`src/rtl/board_dump.sv`:
```
// board_dump: streams all 64 cells of the board RAM to a ready/valid
// consumer, one cell per read/load/send round trip.
// Optional BOARD_DUMP_COUNT_EN builds black/white cell counters; without it
// cnt_black and cnt_white are tied to zero.
module board_dump (
  input  logic       clk,
  input  logic       rst_n,
  input  logic       start,
  output logic       ram_re,
  output logic [5:0] ram_addr,
  input  logic [1:0] ram_rdata,
  output logic       out_valid,
  input  logic       out_ready,
  output logic [5:0] out_addr,
  output logic [1:0] out_data,
  output logic       out_last,
  output logic       busy,
  output logic       done,
  output logic [6:0] cnt_black,
  output logic [6:0] cnt_white
);

  typedef enum logic [1:0] {
    S_IDLE = 2'd0,
    S_READ = 2'd1,
    S_LOAD = 2'd2,
    S_SEND = 2'd3
  } state_t;

  state_t state;
  state_t state_next;

  logic handshake;
  logic last_cell;
  logic scan_start;

  assign handshake  = out_valid && out_ready;
  assign last_cell  = (out_addr == 6'd63);
  assign scan_start = (state == S_IDLE) && start;
  assign out_last   = last_cell && out_valid;

  // State register; reset drops any scan in flight back to idle.
  always_ff @(posedge clk or negedge rst_n) begin
    if (!rst_n) begin
      state <= S_IDLE;
    end else begin
      state <= state_next;
    end
  end

  // Next-state and state-decoded strobes; start is only honoured in idle.
  always_comb begin
    state_next = state;
    ram_re     = 1'b0;
    out_valid  = 1'b0;
    busy       = 1'b1;
    case (state)
      S_IDLE: begin
        busy = 1'b0;
        if (start) begin
          state_next = S_READ;
        end
      end
      S_READ: begin
        ram_re     = 1'b1;
        state_next = S_LOAD;
      end
      S_LOAD: begin
        state_next = S_SEND;
      end
      S_SEND: begin
        out_valid = 1'b1;
        if (out_ready) begin
          state_next = last_cell ? S_IDLE : S_READ;
        end
      end
      default: begin
        state_next = S_IDLE;
      end
    endcase
  end

  // Read pointer: cleared on an accepted start, advanced per accepted cell, parked at 63 after the last one.
  always_ff @(posedge clk or negedge rst_n) begin
    if (!rst_n) begin
      ram_addr <= 6'd0;
    end else if (scan_start) begin
      ram_addr <= 6'd0;
    end else if (handshake && !last_cell) begin
      ram_addr <= ram_addr + 6'd1;
    end
  end

  // Capture the RAM word and its address so they stay stable while the consumer stalls.
  always_ff @(posedge clk or negedge rst_n) begin
    if (!rst_n) begin
      out_data <= 2'd0;
      out_addr <= 6'd0;
    end else if (state == S_LOAD) begin
      out_data <= ram_rdata;
      out_addr <= ram_addr;
    end
  end

  // Completion pulse in the cycle after cell 63 is accepted.
  always_ff @(posedge clk or negedge rst_n) begin
    if (!rst_n) begin
      done <= 1'b0;
    end else begin
      done <= handshake && last_cell;
    end
  end

`ifdef BOARD_DUMP_COUNT_EN
  // Tally stones as each cell is loaded; value 11 is passed through but not counted.
  always_ff @(posedge clk or negedge rst_n) begin
    if (!rst_n) begin
      cnt_black <= 7'd0;
      cnt_white <= 7'd0;
    end else if (scan_start) begin
      cnt_black <= 7'd0;
      cnt_white <= 7'd0;
    end else if (state == S_LOAD) begin
      if (ram_rdata == 2'b01) begin
        cnt_black <= cnt_black + 7'd1;
      end
      if (ram_rdata == 2'b10) begin
        cnt_white <= cnt_white + 7'd1;
      end
    end
  end
`else
  assign cnt_black = 7'd0;
  assign cnt_white = 7'd0;
`endif

endmodule

```
`config.mk`:
```
export PLATFORM = sky130hd
export DESIGN_NAME = board_dump
export DESIGN_NICKNAME = d
export VERILOG_FILES = /design/src/rtl/board_dump.sv
export SDC_FILE = /design/constraint.sdc
export NUM_CORES = 1
export LEC_CHECK = 0
export ABC_CLOCK_PERIOD_IN_PS = 1550
export BUFFER_PORTS_ARGS = -buffer_cell sky130_fd_sc_hd__buf_4
export CORE_ASPECT_RATIO = 1.1
export CORE_MARGIN = 8
export CORE_UTILIZATION = 35
export DETAILED_ROUTE_END_ITERATION = 8
export GPL_TIMING_DRIVEN = 1
export RECOVER_POWER = 50
export SYNTH_ARGS = -nofsm -noshare
export SYNTH_HDL_FRONTEND = slang
export SYNTH_SLANG_ARGS = --single-unit
export TNS_END_PERCENT = 100
```
`constraint.sdc`:
```
create_clock -name clk -period 1.55 [get_ports clk]
set_input_delay 0.31 -clock clk [delete_from_list [all_inputs] [get_ports clk]]
set_output_delay 0.31 -clock clk [all_outputs]
set_load 0.05 [all_outputs]
```
# --- Yosys cells after proc, flatten, opt, wreduce, memory -nomap -nowiden ---
# Index checks and enable logic that the tools add are counted.
op_classes:
  addsub: 1
  n_eq_ne: 6
  reduce_logical: 9
  n_mux: 9
op_table:
  columns: ["cell", "count"]
  rows:
  - ["2-to-1 mux 6 bit", 2]
  - ["one-hot mux 2 bit (4 select lines)", 1]
  - ["adder 6 x 1 -> 6 bit, second input constant", 1]
  - ["== test 6 bit, second input constant", 1]
  - ["logical AND 1 bit", 5]
  - ["== test 2 bit, second input constant", 2]
  - ["2-to-1 mux 1 bit", 4]
  - ["2-to-1 mux 2 bit", 2]
  - ["inequality test 2 bit, second input constant", 2]
  - ["== test 2 x 1 -> 1 bit, second input constant", 1]
  - ["logical NOT 2 bit", 1]
  - ["AND reduction 2 bit", 1]
  - ["nonzero test 2 bit", 1]
  - ["logical NOT 1 bit", 1]
totals:
  output_inout_bits: 33
  reg_bits: 17
  input_bits: 6
  word_cells: 30

# --- Logic depth before layout (Yosys ltp) ---
# Gate-level depths: netlist of run 1.
depth:
  depth_word: 6
  depth_mapped: 6
  mapped_depth_nobuf: 5

# --- Worst setup path after synthesis of run 1 ---
# Ideal clock, no wire load.
synth_path:
  path_type: "register -> output"
  startpoint: "register state[1]"
  endpoint: "output out_last"
  arrival_time_ps: 1773
  path_stages_with_launch: 4
  n_path_buf: 0
  required_time_ps: 1240
  setup_slack_ps: -533
  cell_sequence: "dfrtp_1 > ha_1 > inv_1 > nor2_1"
synth_between:
  elab_chain_len: 3
synth_rtl:
  columns: ["element", "line", "rtl"]
  rows:
  - ["start: declaration", "30", "state_t state;"]
  - ["start signal: assignment", "47", "state <= state_next;"]
  - ["== test 2 bit", "57", "case (state)"]
  - ["2-to-1 mux 1 bit", "57", null]
  - ["net out_valid", "12", "output logic out_valid,"]
  - ["logical AND 1 bit", "40", "assign out_last = last_cell && out_valid;"]
  - ["end: declaration", "16", "output logic out_last,"]
# The timed path passes the listed nets, and every way through them passes these cells.

# --- Worst setup path in the final report of run 1 ---
layout_path:
  startpoint: "register out_addr[0]"
  endpoint: "output out_last"
layout_between:
  elab_chain_len: 2
layout_rtl:
  columns: ["element", "line", "rtl"]
  rows:
  - ["start: declaration", "14", "output logic [5:0] out_addr,"]
  - ["start signal: assignment", "101", "out_addr <= ram_addr;"]
  - ["== test 6 bit", "38", "assign last_cell = (out_addr == 6'd63);"]
  - ["logical AND 1 bit", "40", null]
# No other way between the ends.

==> impl_metrics.tcl, run 1 <==
set metrics [dict create \
    final_cell_area_sq_um 1430 \
    endpoint_kind "output port" \
    cts_buffer_depth 2 \
    drc 0 \
    vias 786 \
    synth_area_per_cell_sq_um 10.8 \
    clk_pin_slew_ns 0.09 \
    tritoncts "done" \
    final_cell_mix "buf_4, conb_1, dfrtp_1" \
    cpPeakStageDelay_ns 0.38 \
    gr-total-overflow 0 \
    pre_cts_slack_ns 0.151 \
    die_w_microns 68.4 \
    diodes 0 \
    p_leak_nw 0.692 \
    vdd_drop_max_mv 1.37 \
    die_area_sq_um 5040 \
    drt_first_pass_iters 3 \
    drive_above_1_share_pct 51.9 \
    path_buf_inv 1 \
    syn_to_final_growth_pct 35.0 \
    wirelength_mm 2.37 \
    synth_edf_count 0 \
    io_pins 39 \
    cts-root-buf "clkbuf_4" \
    yosysWarnings 0 \
    clock.fmax_mhz 641 \
    power.total_mw 2.71 \
    worstPathRequired_ns 1.24 \
    h-tree-depth 1 \
    worstSkewPairLatency_ns 0.29 \
    synth-seq-area-share_pct 40.2 \
    maxSlewHeadroom_pct 39.3 \
    crit_type "flip-flop to output port" \
    setup_violations 1 \
    path_cells "and4_4, nand2_4, nor2_4, buf_8" \
    portBuffers 24 \
    die_h_microns 73.6 \
    grt_max_degree 18 \
    synth_cell_types 26 \
    start_kind "flip-flop" \
    synth-main-ff-cell "dfrtp_1" \
    coreArea_sq_um 2970 \
    finClkSkew_ns 0.000635 \
    synth.top_cell.area_share_pct 40.2 \
    synth-seq-cells 17 \
    synth_cells 98 \
    status "finished with violations" \
    yosysTopAreaCell "dfrtp_1" \
    cp_slowest_cell "dfrtp_2" \
    wl_per_cell_microns 14.0 \
    netlist_top_cells_area "dfrtp_1, buf_4, mux2_2" \
    place_area_sq_um 1260 \
    rsz0062_at_grt "yes" \
    slew_viol_final 0 \
    post-route-period-util_pct 101 \
    synth_area_sq_um 1060 \
    grt_antenna_before_repair 0 \
    initial_utilization_pct 35.6 \
    powerDensity_nw_per_um2 1900 \
    crit_family "simple AND/OR/NAND/NOR gates" \
    hp-class "input port to flip-flop" \
    worst_pin_slew_ns 0.911 \
    viasPerCell 4.65 \
    gp_congestion 0.750 \
    async_reset_ff_share_pct 100 \
    hpwl_mm 1.76 \
    final_nets 148 \
    cap_violations 0 \
    violations "setup timing" \
    grt_pass1_wl_mm 3.79 \
    setup_ws_ns -0.0104 \
    cts_num_sinks 17 \
    rows 21 \
    globalRouteTotalUtil_pct 9.78 \
    drt_iter0_drc 13 \
    crit_arrival_ns 1.25 \
    cts_buffers 3 \
    grt_pass1_vias 861 \
    worstPathMaxFanout 3 \
    drtAntennaViolNets 0 \
    timing_hold_violations_final 0 \
    min_period_ns 1.56 \
    layout_commonest_cell "buf_4" \
]
==> worst register-to-register path: cells and delay by family, from the launching register on <==
family,cells,cell delay (ns)
adders and majority gates,1,0.15
DFF,1,0.46
muxes,1,0.32
buffers and inverters,3,0.33
AOI/OAI and AO/OA,1,0.18
==> routing by layer <==
metal / track usage [%] / vias up / wire, microns
met2: 16.6 / 25 / 1180
met5: 0 / - / 0
met3: 2.59 / 2 / 191
met1: 10.6 / 380 / 970
met4: 5.24 / 0 / 31
li1: - / 379 / -
==> synthesized netlist by cell type (2+ instances only) <==
cell type and instances:
ha_1 6, mux2_2 9, nand2_1 8, a211oi_2 4, buf_8 2, buf_4 14
nor2_1 3, nand3_1 3, mux2i_1 5, and2_1 2, a21oi_1 2, dfrtp_1 17
inv_1 5, nor2b_1 2, nand2b_1 5
==> timing repair <==
action,4_1_cts,5_1_grt
pin swaps,2,4
endpoints found under the hold margin,17,0
buffers inserted,8,2
hold buffers,1,0
resized for setup,9,8
setup endpoints to repair,2,10
==> registers in the layout, indices dropped and copies added (netlist names) <==
| name | cells |
|---|---|
| done | 1 |
| out_addr | 6 |
| out_data | 2 |
| ram_addr | 6 |
| state | 2 |
==> worst paths after layout <==
path,depth (start not counted),slack [ns],endpoint,from
max,4,-0.01,out_last,out_addr[0]$_DFFE_PN0N_
min,2,0.25,out_data[0]$_DFFE_PN0N_,ram_rdata[0]
max reg2reg,6,0.01,state[1]$_DFFE_PN0P_,state[0]$_DFFE_PN0P_
min reg2reg,1,0.53,out_data[0]$_DFFE_PN0N_,out_data[0]$_DFFE_PN0N_
max in group asynchronous,2,0.27,out_addr[0]$_DFFE_PN0N_,rst_n
min in group asynchronous,2,0.67,state[1]$_DFFE_PN0P_,rst_n
==> area by class of cell <==
type                    count  area [sq um]
fillers                   294          1540
multi-input cells          71           571
flip-flops and latches     17           433
repair buffers             38           330
well taps                  34          42.5
clock buffers               4          26.3
inverters                   5          25.0
==> cells by family after synthesis <==
group                    share of synthesized area (%)
buffers and inverters                             15.4
multiplexers                                      14.3
AND/OR/NAND/NOR                                   12.9
AO/OA/AOI/OAI                                     9.71
adder cells (fa/ha/maj)                           7.10
flip-flops                                        40.2
other                                            0.355
==> per-stage QoR <==
stage               util (%)  hold slack, ns  setup TNS (ns)  instances
global route            48.1           0.240          -0.353        169
finish                  48.1           0.251         -0.0104        169
floorplan                  -          0.0144          -0.116        111
CTS                     46.9           0.239         -0.0482        167
global placement        42.5           0.190               0        154
detailed placement      42.5           0.191               0        154
==> where the power goes <==
part           total (mW)  switching, mW  internal (mW)
Sequential          0.716          0.139          0.577
Combinational        1.76           1.01          0.753
Clock               0.233          0.132          0.100
Total                2.71           1.28           1.43
No activity file was read; power rests on OpenSTA's default activity.
==> run 2: changes to the inputs <==
- ABC_AREA: default -> 1
==> run 2 against run 1 <==
  * The flow still finishes with violations (setup timing)
  * Setup slack better by 0.0083 ns
  * Clock power increased by 5%
  * Final area fell by 8.4%
  * First-iteration DRC count rose to 3.2 times the previous value
  * Via count down 2.8%
  * Sequential share of layout area up 2.6 points
  * Synthesized area decreased by 7.3%
  * Largest power group unchanged
  * Register-to-register slack improved by 0.11 ns
  * Count of clock-buffer cells in the layout down 1
  * Critical endpoint unchanged
==> impl_metrics.tcl, run 2 <==
set metrics [dict create \
    drt_iter0_drc 41 \
    timing_hold_violations_final 0 \
    min_period_ns 1.55 \
    largestRegisters "out_addr (6), ram_addr (6)" \
    yosysWarnings 0 \
    synth_area_per_cell_sq_um 9.16 \
    start_kind "flip-flop" \
    worstPathRequired_ns 1.24 \
    violations "setup timing" \
    diodes 0 \
    path_buf_inv 1 \
    netlist_top_cells_area "dfrtp_1, buf_4, ha_1" \
    portBuffers 24 \
    synth.most_common_cell "nand2_1" \
    clock.fmax_mhz 644 \
    drt_first_pass_iters 4 \
    final_cell_area_sq_um 1310 \
    die_area_sq_um 4750 \
    crit_type "flip-flop to output port" \
    drtAntennaViolNets 0 \
    globalRouteTotalUtil_pct 10.7 \
    async_reset_ff_share_pct 100 \
    p_leak_nw 0.700 \
    use_met3_pct 3.28 \
    grt_max_degree 18 \
    worstSkewPairLatency_ns 0.30 \
    post-route-period-util_pct 100 \
    final_nets 156 \
    cts_buffer_depth 2 \
    gr-usage-met1_pct 12.2 \
    synth-main-ff-cell "dfrtp_1" \
    cts-root-buf "clkbuf_4" \
    cp_common_cell "nor2_4" \
    endpoint_kind "output port" \
    worst_pin_slew_ns 0.932 \
    drive_above_1_share_pct 44.1 \
    dp.cells 162 \
    synth-seq-cells 17 \
    h-tree-depth 1 \
    initial_utilization_pct 35.9 \
    cts_num_sinks 17 \
    fin_setup_tns_ns -0.00215 \
    gr-total-overflow 0 \
    synth_area_sq_um 980 \
    synth-seq-area-share_pct 43.4 \
    yosysTopAreaCell "dfrtp_1" \
    grt_pass1_wl_mm 3.95 \
    viasPerCell 4.34 \
    syn_to_final_growth_pct 33.5 \
    gp_congestion 0.824 \
    use_met2_pct 16.9 \
    tritoncts "done" \
    coreArea_sq_um 2730 \
    die_h_microns 71.5 \
    place_area_sq_um 1150 \
    setup_violations 1 \
    powerDensity_nw_per_um2 2000 \
    power.total_mw 2.62 \
    rsz0062_at_grt "yes" \
    vias 764 \
    grt_pass1_vias 848 \
    hpwl_mm 1.69 \
    io_pins 39 \
    slew_viol_final 0 \
    final_cell_mix "buf_4, nand2_1, conb_1" \
    wl_per_cell_microns 13.3 \
    cp_slowest_cell "dfrtp_2" \
    cap_violations 0 \
    status "finished with violations" \
    finClkSkew_ns 0.0147 \
    crit_family "simple AND/OR/NAND/NOR gates" \
    grt-busiest-layer "met2" \
    crit_arrival_ns 1.24 \
    rows 20 \
    wirelength_mm 2.34 \
    synth_commonest_cells "nand2_1, dfrtp_1, buf_4" \
    synth_cells 107 \
    layout_commonest_cell "buf_4" \
    synth_cell_types 22 \
    grt_antenna_before_repair 0 \
    post-route-util_pct 47.9 \
    die_w_microns 66.4 \
    synth.top_cell.area_share_pct 43.4 \
    stdcell_count 176 \
    hp-class "input port to flip-flop" \
    setup_ws_ns -0.00215 \
    synth_edf_count 0 \
    worstPathMaxFanout 3 \
    path_cells "nand2_2, nor2_4, nand2_4, nor2_4, buf_8" \
    cts_buffers 3 \
    vdd_drop_max_mv 1.04 \
    maxSlewHeadroom_pct 37.8 \
    clk_pin_slew_ns 0.11 \
    drc 0 \
    cpPeakStageDelay_ns 0.39 \
]
==> run 2: through the flow <==
| stage | worst slack, ns | hold slack, ns |
|---|---|---|
| after floorplan | 0.0342 | 0.0144 |
| after global placement | 0.165 | 0.186 |
| after detailed placement | 0.106 | 0.190 |
| after CTS | 0.000845 | 0.241 |
| after global routing | -0.0720 | 0.236 |
| final | -0.00215 | 0.236 |
==> run 2: repair_timing <==
| item | CTS | global route |
|---|---|---|
| gates cloned | 0 | 0 |
| pin swaps | 2 | 6 |
| endpoints found under the hold margin | 17 | 0 |
| setup buffers | 8 | 1 |
| setup endpoints to repair | 2 | 4 |
| gates resized for setup | 10 | 8 |
| hold buffers | 1 | 0 |
==> run 2: final timing paths <==
path                                               from                       to  slack, ns  cells past startpoint
worst min register to register  out_data[0]$_DFFE_PN0N_  out_data[0]$_DFFE_PN0N_       0.53                      1
worst max register to register     state[0]$_DFFE_PN0P_  out_addr[4]$_DFFE_PN0N_       0.12                      3
worst max-delay path            out_addr[0]$_DFFE_PN0N_                 out_last     -0.002                      5
worst min-delay path                       ram_rdata[0]  out_data[0]$_DFFE_PN0N_       0.24                      2
max in group asynchronous                         rst_n  out_addr[0]$_DFFE_PN0N_       0.27                      2
min in group asynchronous                         rst_n  ram_addr[3]$_DFFE_PN0P_       0.66                      2
==> run 2: per-layer routing <==
layer,share of wire (%),vias to the layer above
li1,-,382
met1,40,351
met2,48,25
met3,8.7,6
met4,2.7,0
met5,0,-
==> run 2: kinds of logic (layout without fill, tap and decap cells) <==
group	count (synthesis)	in the layout	share of synthesized area (%)
XOR/XNOR	3	3	2.68
adder cells (fa/ha/maj)	6	6	7.66
AND/OR/NAND/NOR	40	40	18.4
multiplexers	6	6	6.90
flip-flops	17	17	43.4
other	1	14	0.383
buffers and inverters	25	48	15.2
AO/OA/AOI/OAI	9	9	5.36
==> run 2: area by class of cell <==
cell class              instances  area [sq um]
fillers                       275          1420
multi-input cells              78           487
flip-flops and latches         17           430
repair buffers                 34           280
inverters                      10          41.3
well taps                      33          41.3
clock buffers                   3          22.5
clock inverters                 1          5.00
==> run 2: where the power goes <==
group / leakage (nW) / internal [mW] / switching, mW / total [mW]
sequential: 0.215 / 0.586 / 0.139 / 0.725
combinational: 0.467 / 0.582 / 1.07 / 1.65
clock: 0.0177 / 0.0960 / 0.149 / 0.245
